$ cat src/rtl/ct_vfalu_issue_ctrl.sv
// ct_vfalu_issue_ctrl: VFALU issue acceptance and fixed-latency writeback tracking
//   forever_cpuclk / cpurst_b        : clock, async active-low reset
//   idu_vfpu_rf_pipex_vld/sel/iid    : issue request (sel one-hot: [0] misc, [1] fadd, [2] fcnv)
//   rtu_yy_xx_flush                  : discard everything in flight
//   vfpu_idu_pipex_ready             : request can be accepted this cycle
//   dp_vfalu_ex1_pipex_sel           : unit select of the op in EX1
//   vfalu_wb_vld/sel/iid             : writeback slot leaving the tracker
//   vfalu_busy                       : any op still in flight
module ct_vfalu_issue_ctrl (
    input  logic       forever_cpuclk,
    input  logic       cpurst_b,
    input  logic       idu_vfpu_rf_pipex_vld,
    input  logic [2:0] idu_vfpu_rf_pipex_sel,
    input  logic [6:0] idu_vfpu_rf_pipex_iid,
    input  logic       rtu_yy_xx_flush,
    output logic       vfpu_idu_pipex_ready,
    output logic [2:0] dp_vfalu_ex1_pipex_sel,
    output logic       vfalu_wb_vld,
    output logic [2:0] vfalu_wb_sel,
    output logic [6:0] vfalu_wb_iid,
    output logic       vfalu_busy
);
    // entry layout {vld, sel[2:0], iid[6:0]}; entry 0 is the writeback slot
    logic [3:0][10:0] wb_pipe;
    logic [3:0][10:0] wb_pipe_nxt;
    logic             sel_onehot;
    logic             issue_acc;
    logic [1:0]       issue_idx;
    assign sel_onehot = (idu_vfpu_rf_pipex_sel == 3'b001) || (idu_vfpu_rf_pipex_sel == 3'b010)
                     || (idu_vfpu_rf_pipex_sel == 3'b100);
    // a shorter op would land in the slot that an older op shifts into next cycle
    assign vfpu_idu_pipex_ready = !rtu_yy_xx_flush &&
                                  (idu_vfpu_rf_pipex_sel[0] ? !wb_pipe[2][10] :
                                   idu_vfpu_rf_pipex_sel[2] ? !wb_pipe[3][10] : 1'b1);
    assign issue_acc = idu_vfpu_rf_pipex_vld && vfpu_idu_pipex_ready && sel_onehot;
    assign issue_idx = idu_vfpu_rf_pipex_sel[0] ? 2'd1 : idu_vfpu_rf_pipex_sel[2] ? 2'd2 : 2'd3;
    always_comb begin
        wb_pipe_nxt = {11'b0, wb_pipe[3:1]};
        if (issue_acc)
            wb_pipe_nxt[issue_idx] = {1'b1, idu_vfpu_rf_pipex_sel, idu_vfpu_rf_pipex_iid};
    end
    always_ff @(posedge forever_cpuclk or negedge cpurst_b) begin
        if (!cpurst_b) begin
            wb_pipe                <= '0;
            dp_vfalu_ex1_pipex_sel <= 3'b000;
        end else begin
            wb_pipe                <= rtu_yy_xx_flush ? '0 : wb_pipe_nxt;
            dp_vfalu_ex1_pipex_sel <= issue_acc ? idu_vfpu_rf_pipex_sel : 3'b000;
        end
    end
    assign vfalu_wb_vld = wb_pipe[0][10];
    assign vfalu_wb_sel = wb_pipe[0][10] ? wb_pipe[0][9:7] : 3'b000;
    assign vfalu_wb_iid = wb_pipe[0][10] ? wb_pipe[0][6:0] : 7'd0;
    assign vfalu_busy   = (|dp_vfalu_ex1_pipex_sel) || wb_pipe[3][10] || wb_pipe[2][10] || wb_pipe[1][10];
endmodule

$ cat config.mk
export PLATFORM = sky130hd
export DESIGN_NAME = ct_vfalu_issue_ctrl
export DESIGN_NICKNAME = d
export VERILOG_FILES = /design/src/rtl/ct_vfalu_issue_ctrl.sv
export SDC_FILE = /design/constraint.sdc
export NUM_CORES = 1
export LEC_CHECK = 0
export BUFFER_PORTS_ARGS = -buffer_cell sky130_fd_sc_hd__buf_2
export CORE_UTILIZATION = 30
export DETAILED_ROUTE_END_ITERATION = 8
export HOLD_SLACK_MARGIN = 0.1
export PLACE_DENSITY = 0.47
export SLEW_MARGIN = 10
export SYNTH_ARGS = -nofsm -noshare
export SYNTH_HDL_FRONTEND = slang
export SYNTH_SLANG_ARGS = --single-unit
$ cat constraint.sdc
create_clock -name forever_cpuclk -period 1.5 [get_ports forever_cpuclk]
set_input_delay 0.3 -clock forever_cpuclk [delete_from_list [all_inputs] [get_ports forever_cpuclk]]
set_output_delay 0.3 -clock forever_cpuclk [all_outputs]
set_load 0.01 [all_outputs]
==> results.json, run 1 <==
{
  "ys_ff_latch": 47,
  "cts.path.max_buffers": 2,
  "cellLeakagePower_nw": 1.08,
  "arrival_worst_endpoint_ns": 1.18,
  "routed_wirelength_um": 3390,
  "finalWeightedCongestion": 0.778,
  "initial_core_util": 0.311,
  "rsz_0062_raised_after_global_routing": "yes",
  "tritoncts_clock_tree": "yes",
  "numPortBuffers": 29,
  "cpPeakStageDelay_ns": 0.40,
  "number_of_antenna_violations_at_the_first_check_in_global_routing": 0,
  "crit_slowest_cell": "dfrtp_1",
  "synth.avg_cell_area_um2": 11.8,
  "cp.buffers_inverters": 1,
  "maxCapViolations": 0,
  "finalWorstPathRequiredPeriod_ns": 1.48,
  "filler_cell_count": 602,
  "dr_wl_met3_um": 218,
  "slew_viol_final": 0,
  "share_of_cells_above_drive_strength_1": 0.258,
  "grt-ovfl-total": 0,
  "groute.usage.overall": 0.121,
  "worst_hold_path_type": "in -> reg",
  "timing.critical_path.to_type": "output pin",
  "placeableCoreArea_um2": 5920,
  "cts_sinks": 47,
  "synthesis.instances": 156,
  "critical_path_peak_fanout": 2,
  "placed_cell_area_um2": 2090,
  "highest_layer": "met4",
  "hold_path_depth": 2,
  "power_density_relative_to_cell_area_nw_per_um2": 1020,
  "design.die.area_um2": 6460,
  "route.detailed.vias_per_inst": 4.57,
  "final.period_utilization": 0.989,
  "synth.cell_area_um2": 1840,
  "crit_chain": "nor4_2 -> nand3_1 -> buf_2",
  "most-common-layout-cells": "dfrtp_1, buf_2, a21oi_1",
  "io_pins": 30,
  "worstSetupPathType": "reg -> out",
  "pnr_total_power_mw": 2.26,
  "antenna_left": 0,
  "synth_warnings": 0,
  "first_global_vias": 1190,
  "vias": 1229,
  "setup_viol": 0,
  "layout.cells.most_common": "dfrtp_1",
  "nNetsFinal": 207,
  "routedWlPerCell_um": 12.6,
  "clk_pin_slew_worst_paths_ns": 0.08,
  "outcome": "finished, final reports clean",
  "m1WireLength_um": 1500,
  "finish.utilization": 0.374,
  "cts_root_buffer": "clkbuf_8",
  "cp.required_ns": 1.20,
  "area_delta_synth_final_pct": 20.1,
  "drt-pass1-iter-count": 4,
  "synth-seq-area-share": 0.638,
  "clock.fmax_mhz": 674,
  "worst_r2r_path_depth": 4,
  "dr_wl_met2_um": 1610,
  "fp.dieH_um": 80.4,
  "clock-skew-final_ns": 0.00623,
  "netlist-cell-type-count": 21,
  "critPathTopFamily": "flip-flops",
  "detailedRoute.firstIterationViolations": 48,
  "timing.final.hold_violations": 0,
  "start_kind": "flip-flop",
  "vdd_ir_drop_max_v": 0.000314,
  "antenna_cells": 0,
  "drc": 0,
  "hpwl_um": 2500,
  "cts-buffers-inserted": 5,
  "grt_first_pass_wirelength_um": 5760,
  "fin_area_um2": 2210,
  "setup_tns_ns": 0,
  "grt_start_max_net_pins": 32,
  "htree_levels": 2,
  "cp_num_cells": 3,
  "clkLatencyLatePin_ns": 0.30,
  "rows": 28,
  "die_w_um": 80.4
}
==> sequential cells by signal, summed over array words and instances (netlist names) <==
| register | flops |
|---|---|
| dp_vfalu_ex1_pipex_sel | 3 |
| wb_pipe | 43 |
| vfalu_wb_vld | 1 |
==> per-layer routing <==
metal | vias to the layer above | track usage
met3 | 6 | 0.0375
met4 | 0 | 0.0482
met5 | - | 0
met1 | 585 | 0.147
li1 | 597 | -
met2 | 41 | 0.198
==> Yosys cell counts, drive strengths merged <==
cell	instances	share of area
and2	17	0.058
a211oi	1	0.0041
and4b	3	0.016
nor2	4	0.0081
inv	4	0.0081
nand3	15	0.041
buf	5	0.024
conb	1	0.0020
a21oi	18	0.049
nor4	1	0.0034
o21ai	14	0.038
clkbuf	2	0.0041
or3b	3	0.017
nand2	3	0.0061
nor3b	7	0.047
dfrtp	47	0.64
nor2b	11	0.037
==> logic make-up after synthesis <==
| family | synth area share |
|---|---|
| other | 0.00203 |
| buffers and inverters | 0.0360 |
| AOI/OAI and AO/OA | 0.0909 |
| DFF | 0.638 |
| and+or+nand+nor | 0.233 |
==> metrics by stage <==
stage | cells | setup WS (ns) | hold slack [ns]
2_1_floorplan | 157 | 0.267 | 0.00441
3_3_place_gp | 259 | 0.165 | 0.245
3_5_place_dp | 259 | 0.141 | 0.243
4_1_cts | 269 | 0.00338 | 0.248
5_1_grt | 269 | -0.0598 | 0.244
6_report | 269 | 0.0159 | 0.253
==> final cells by class <==
cell class	count	area [um^2]	share of cell area
sequential	47	1180	0.531
multi-input combinational	99	617	0.279
timing repair buffer	36	213	0.0960
clock buffer	8	100	0.0452
tap	75	93.8	0.0424
inverter	4	15.0	0.00678
==> what timing repair did <==
action	4_1_cts	5_1_grt
hold endpoints to repair	16	0
cloned	0	0
hold buffers	1	0
endpoints found under the setup margin	2	1
buffers inserted	1	0
gates resized for setup	1	1
pin swaps	2	1
==> final timing paths <==
path                                                from           to  slack (ns)
worst max-delay path                         wb_pipe[21]   vfalu_busy        0.02
worst min-delay path            idu_vfpu_rf_pipex_iid[6]  wb_pipe[39]        0.25
worst max register to register               wb_pipe[43]  wb_pipe[24]        0.10
worst min register to register               wb_pipe[19]   wb_pipe[8]        0.46
max in group asynchronous                       cpurst_b  wb_pipe[22]        0.55
min in group asynchronous                       cpurst_b  wb_pipe[32]        0.46
==> power breakdown <==
group	leakage (nW)	total (mW)	internal, mW	switching [mW]
Combinational	0.382	0.160	0.0590	0.102
Clock	0.0515	0.806	0.420	0.385
Sequential	0.646	1.29	1.29	0.00727
Total	1.08	2.26	1.77	0.494
Power figures use the tool's default switching activity.
==> run 2: changes to the inputs <==
==> constraint.sdc (replaced) <==
create_clock -name forever_cpuclk -period 1.63 [get_ports forever_cpuclk]
set_input_delay 0.326 -clock forever_cpuclk [delete_from_list [all_inputs] [get_ports forever_cpuclk]]
set_output_delay 0.326 -clock forever_cpuclk [all_outputs]
set_load 0.01 [all_outputs]
==> run 2 against run 1 <==
  * Power fell by 12%
  * Critical path depth did not move
  * Hold slack improved by 0.031 ns
  * Combinational power fell by 8%
  * First-iteration DRC count rose by 71%
  * Non-clock buffer count did not move
  * Sequential share of layout area rose by 0.73 points
  * Largest cell class unchanged
  * Largest power group unchanged
  * Highest routed layer unchanged
==> results.json, run 2 (synthesis results as in run 1) <==
{
  "die_w_um": 80.4,
  "layout.cells.most_common": "dfrtp_1",
  "numPortBuffers": 29,
  "finalWorstPathRequiredPeriod_ns": 1.51,
  "clk_pin_slew_worst_paths_ns": 0.08,
  "antenna_cells": 0,
  "io_pins": 30,
  "pre_cts_slack_ns": 0.263,
  "post-route-worst-setup-slack_ns": 0.117,
  "grt_first_pass_wirelength_um": 6000,
  "clkLatencyLatePin_ns": 0.29,
  "grt_start_max_net_pins": 48,
  "rsz_0062_raised_after_global_routing": "no",
  "grt-ovfl-total": 0,
  "hold_start": "idu_vfpu_rf_pipex_iid[3]",
  "share_of_cells_above_drive_strength_1": 0.242,
  "finalWeightedCongestion": 0.818,
  "worstSetupPathType": "reg -> out",
  "groute.usage.overall": 0.125,
  "cp_num_cells": 3,
  "tritoncts_clock_tree": "yes",
  "cp.buffers_inverters": 1,
  "first_global_vias": 1232,
  "power_density_relative_to_cell_area_nw_per_um2": 908,
  "vdd_ir_drop_max_v": 0.000406,
  "whs_ns": 0.284,
  "drc": 0,
  "holdPathEnd": "wb_pipe[36]",
  "nNetsFinal": 207,
  "fp.dieH_um": 80.4,
  "routed_wirelength_um": 3380,
  "setup_viol": 0,
  "antenna_left": 0,
  "detailedRoute.firstIterationViolations": 82,
  "rows": 28,
  "cellLeakagePower_nw": 1.07,
  "vias": 1195,
  "cts_sinks": 47,
  "hpwl_um": 2420,
  "cts-buffers-inserted": 5,
  "timing.critical_path.to_type": "output pin",
  "drt-pass1-iter-count": 4,
  "rrSetupSlack_ns": 0.32,
  "crit_slowest_cell": "dfrtp_1",
  "crit_chain": "nor4_1 -> nand3_1 -> buf_2",
  "htree_levels": 2,
  "cpPeakStageDelay_ns": 0.40,
  "outcome": "finished, final reports clean",
  "setup_tns_ns": 0,
  "worst_r2r_path_depth": 5,
  "route.detailed.vias_per_inst": 4.44,
  "initial_core_util": 0.311,
  "regMostFlops": "wb_pipe",
  "most-common-layout-cells": "dfrtp_1, buf_2, a21oi_1",
  "worst_hold_path_type": "in -> reg",
  "worst_r2r_startpoint": "wb_pipe[43]",
  "arrival_worst_endpoint_ns": 1.19,
  "hold_path_depth": 2,
  "maxCapViolations": 0,
  "cp.required_ns": 1.30,
  "routedWlPerCell_um": 12.6,
  "final.period_utilization": 0.928,
  "slew_viol_final": 0,
  "critPathTopFamily": "flip-flops",
  "critical_path.reg2reg.endpoint": "wb_pipe[30]",
  "placeableCoreArea_um2": 5920,
  "design.die.area_um2": 6460,
  "placed_cells": 259,
  "area_delta_synth_final_pct": 18.5,
  "cts.path.max_buffers": 2,
  "clock.fmax_mhz": 661,
  "cts_root_buffer": "clkbuf_8",
  "finish.utilization": 0.369,
  "critical_path_peak_fanout": 2,
  "number_of_antenna_violations_at_the_first_check_in_global_routing": 0,
  "clock-skew-final_ns": 0.00996,
  "post_cts_resize_count": 0,
  "timing.final.hold_violations": 0,
  "largest_register_ffs": 43,
  "start_kind": "flip-flop",
  "final_cells": 269
}
## run 2: changes by cell type in the layout (fill, tap and decap cells not counted), sizes merged
| cell | before | now |
|---|---|---|
| clkbuf | 8 | 7 |
| clkinv | 0 | 1 |
## run 2: area by class of cell
type | count | area (um^2)
flip-flops and latches | 47 | 1180
fillers | 604 | 3740
clock buffers | 7 | 76.3
inverters | 4 | 15.0
clock inverters | 1 | 5.00
multi-input cells | 99 | 606
well taps | 75 | 93.8
repair buffers | 36 | 213
## run 2: report_power, final
| group | switching (mW) | leakage, nW | internal, mW |
|---|---|---|---|
| clock | 0.346 | 0.0422 | 0.301 |
| sequential | 0.00654 | 0.646 | 1.18 |
| combinational | 0.0932 | 0.379 | 0.0537 |
## run 2: per-layer routing
layer / vias up / part of all wire / GRT usage
li1: 597 / - / -
met4: 0 / 0.017 / 0.0482
met5: - / 0 / 0
met1: 559 / 0.48 / 0.161
met3: 7 / 0.049 / 0.0341
met2: 32 / 0.46 / 0.197
## run 2: worst max path at each step
stage	start	to	slack, ns
final	dp_vfalu_ex1_pipex_sel[1]	vfalu_busy	0.12
after global routing	dp_vfalu_ex1_pipex_sel[1]	vfalu_busy	0.02
after CTS	wb_pipe[43]	vfpu_idu_pipex_ready	0.08
after detailed placement	idu_vfpu_rf_pipex_sel[0]	wb_pipe[25]	0.26
after global placement	idu_vfpu_rf_pipex_sel[0]	wb_pipe[24]	0.29
after floorplan	rtu_yy_xx_flush	vfpu_idu_pipex_ready	0.34
## run 2: through the flow
step / area, um^2 / total power [mW]
after detailed placement: 2090 / 1.36
after global routing: 2180 / 2.09
after CTS: 2180 / 2.02
after floorplan: 1850 / 1.28
final: 2180 / 1.98
after global placement: 2090 / 1.36
## run 2: timing repair
item / in CTS / in global routing
hold buffers: 1 / 0
setup endpoints to repair: 0 / 1
setup buffers: 0 / 1
endpoints found under the hold margin: 47 / 0
==> run 3: changes to the inputs <==
==> constraint.sdc (replaced) <==
create_clock -name forever_cpuclk -period 1.63 [get_ports forever_cpuclk]
set_input_delay 0.326 -clock forever_cpuclk [delete_from_list [all_inputs] [get_ports forever_cpuclk]]
set_output_delay 0.326 -clock forever_cpuclk [all_outputs]
set_load 0.05 [all_outputs]
==> run 3 against run 2 <==
  * Sequential share of layout area is 0.22 points lower
  * Combinational power increased by 13%
  * Maximum frequency shrank 4.9%
  * Clock skew decreased by 0.0063 ns
  * Register-to-register slack barely moved
  * Die area stayed put
  * Critical endpoint unchanged
  * Largest power group unchanged
==> results.json, run 3 (synthesis results as in run 1) <==
{
  "drc": 0,
  "post-route-worst-setup-slack_ns": 0.0394,
  "outcome": "finished, final reports clean",
  "final.period_utilization": 0.976,
  "worstSetupPathType": "reg -> out",
  "cp.required_ns": 1.30,
  "worst_hold_path_type": "in -> reg",
  "grt_first_pass_wirelength_um": 6180,
  "route.detailed.vias_per_inst": 4.56,
  "regMostFlops": "wb_pipe",
  "groute.usage.overall": 0.127,
  "multi_input_combinational_cell_area_um2": 624,
  "timing.critical_path.to_type": "output pin",
  "clock-skew-final_ns": 0.00361,
  "clk_pin_slew_worst_paths_ns": 0.08,
  "die_w_um": 80.4,
  "drt-pass1-iter-count": 4,
  "maxCapViolations": 0,
  "first_global_vias": 1323,
  "antenna_cells": 0,
  "numPortBuffers": 29,
  "htree_levels": 2,
  "antenna_left": 0,
  "design.die.area_um2": 6460,
  "fp.dieH_um": 80.4,
  "initial_core_util": 0.311,
  "most-common-layout-cells": "dfrtp_1, buf_2, a21oi_1",
  "detailedRoute.firstIterationViolations": 60,
  "vias": 1214,
  "largest_register_ffs": 43,
  "placeableCoreArea_um2": 5920,
  "arrival_worst_endpoint_ns": 1.26,
  "timing.final.hold_violations": 0,
  "cts_setup_buffers": 0,
  "critPathTopFamily": "simple AND/OR/NAND/NOR gates",
  "area_delta_synth_final_pct": 19.1,
  "cts_sinks": 47,
  "grt_start_max_net_pins": 29,
  "routedWlPerCell_um": 13.0,
  "rows": 28,
  "cts-buffers-inserted": 5,
  "setup_viol": 0,
  "clock.fmax_mhz": 629,
  "cts.path.max_buffers": 2,
  "slew_viol_final": 0,
  "rsz_0062_raised_after_global_routing": "yes",
  "cp.buffers_inverters": 1,
  "crit_chain": "nor4_2 -> nand3_1 -> buf_6",
  "clkLatencyLatePin_ns": 0.29,
  "vdd_ir_drop_max_v": 0.000349,
  "io_pins": 30,
  "pre_cts_slack_ns": 0.216,
  "grt-ovfl-total": 0,
  "filler_cell_count": 596,
  "layout.cells.most_common": "dfrtp_1",
  "cellLeakagePower_nw": 1.06,
  "cts_root_buffer": "clkbuf_8",
  "power_density_relative_to_cell_area_nw_per_um2": 928,
  "placed_cells": 258,
  "share_of_cells_above_drive_strength_1": 0.257,
  "placed_cell_area_um2": 2080,
  "start_kind": "flip-flop",
  "hpwl_um": 2560,
  "finalWeightedCongestion": 0.785,
  "register_area_um2": 1180,
  "fin_area_um2": 2200,
  "nNetsFinal": 205,
  "tritoncts_clock_tree": "yes",
  "crit_slowest_cell": "dfrtp_1",
  "final_cells": 266,
  "cpPeakStageDelay_ns": 0.39,
  "number_of_antenna_violations_at_the_first_check_in_global_routing": 0,
  "critical_path_peak_fanout": 2,
  "finish.utilization": 0.371,
  "routed_wirelength_um": 3460,
  "finalWorstPathRequiredPeriod_ns": 1.59
}
## run 3: per-stage QoR
step	total power [mW]	setup TNS (ns)	hold WS, ns
2_1_floorplan	1.30	0	0.0304
3_3_place_gp	1.37	0	0.294
3_5_place_dp	1.37	0	0.296
4_1_cts	2.07	0	0.281
5_1_grt	2.13	-0.0359	0.286
6_report	2.04	0	0.290
## run 3: what timing repair did
item | CTS | global route
setup endpoints to repair | 2 | 2
hold endpoints to repair | 19 | 0
hold buffers | 1 | 0
pin swaps | 1 | 2
gates resized for setup | 3 | 3
## run 3: layout make-up
class,instances,share of cell area
Inverter,4,0.00684
Sequential cell,47,0.536
Clock inverter,1,0.00228
Multi-Input combinational cell,99,0.284
Clock buffer,6,0.0376
Timing Repair Buffer,34,0.0900
Tap cell,75,0.0427
## run 3: where the power goes
group / switching [mW] / internal, mW
Combinational: 0.111 / 0.0545
Clock: 0.348 / 0.333
Sequential: 0.00734 / 1.18
Total: 0.466 / 1.57
## run 3: path summary, 6_finish.rpt
kind                            depth (start not counted)  slack, ns                     start           to
worst min-delay path                                    2       0.29  idu_vfpu_rf_pipex_iid[0]  wb_pipe[33]
worst min register to register                          1       0.46               wb_pipe[20]   wb_pipe[9]
worst max-delay path                                    3       0.04               wb_pipe[21]   vfalu_busy
min in group asynchronous                               2       0.50                  cpurst_b  wb_pipe[41]
max in group asynchronous                               3       0.58                  cpurst_b  wb_pipe[11]
worst max register to register                          3       0.31               wb_pipe[32]  wb_pipe[13]
## run 3: worst register-to-register path, stage by stage (launching register included)
cell and delay (ns):
dfrtp_1 0.47, or3b_4 0.48, o21ai_1 0.16, a21oi_1 0.09
## run 3: layer usage
layer,up-vias,GRT usage,routed length (um)
met4,0,0.0679,107
li1,588,-,-
met5,-,0,0
met1,571,0.160,1610
met3,13,0.0295,175
met2,42,0.200,1570
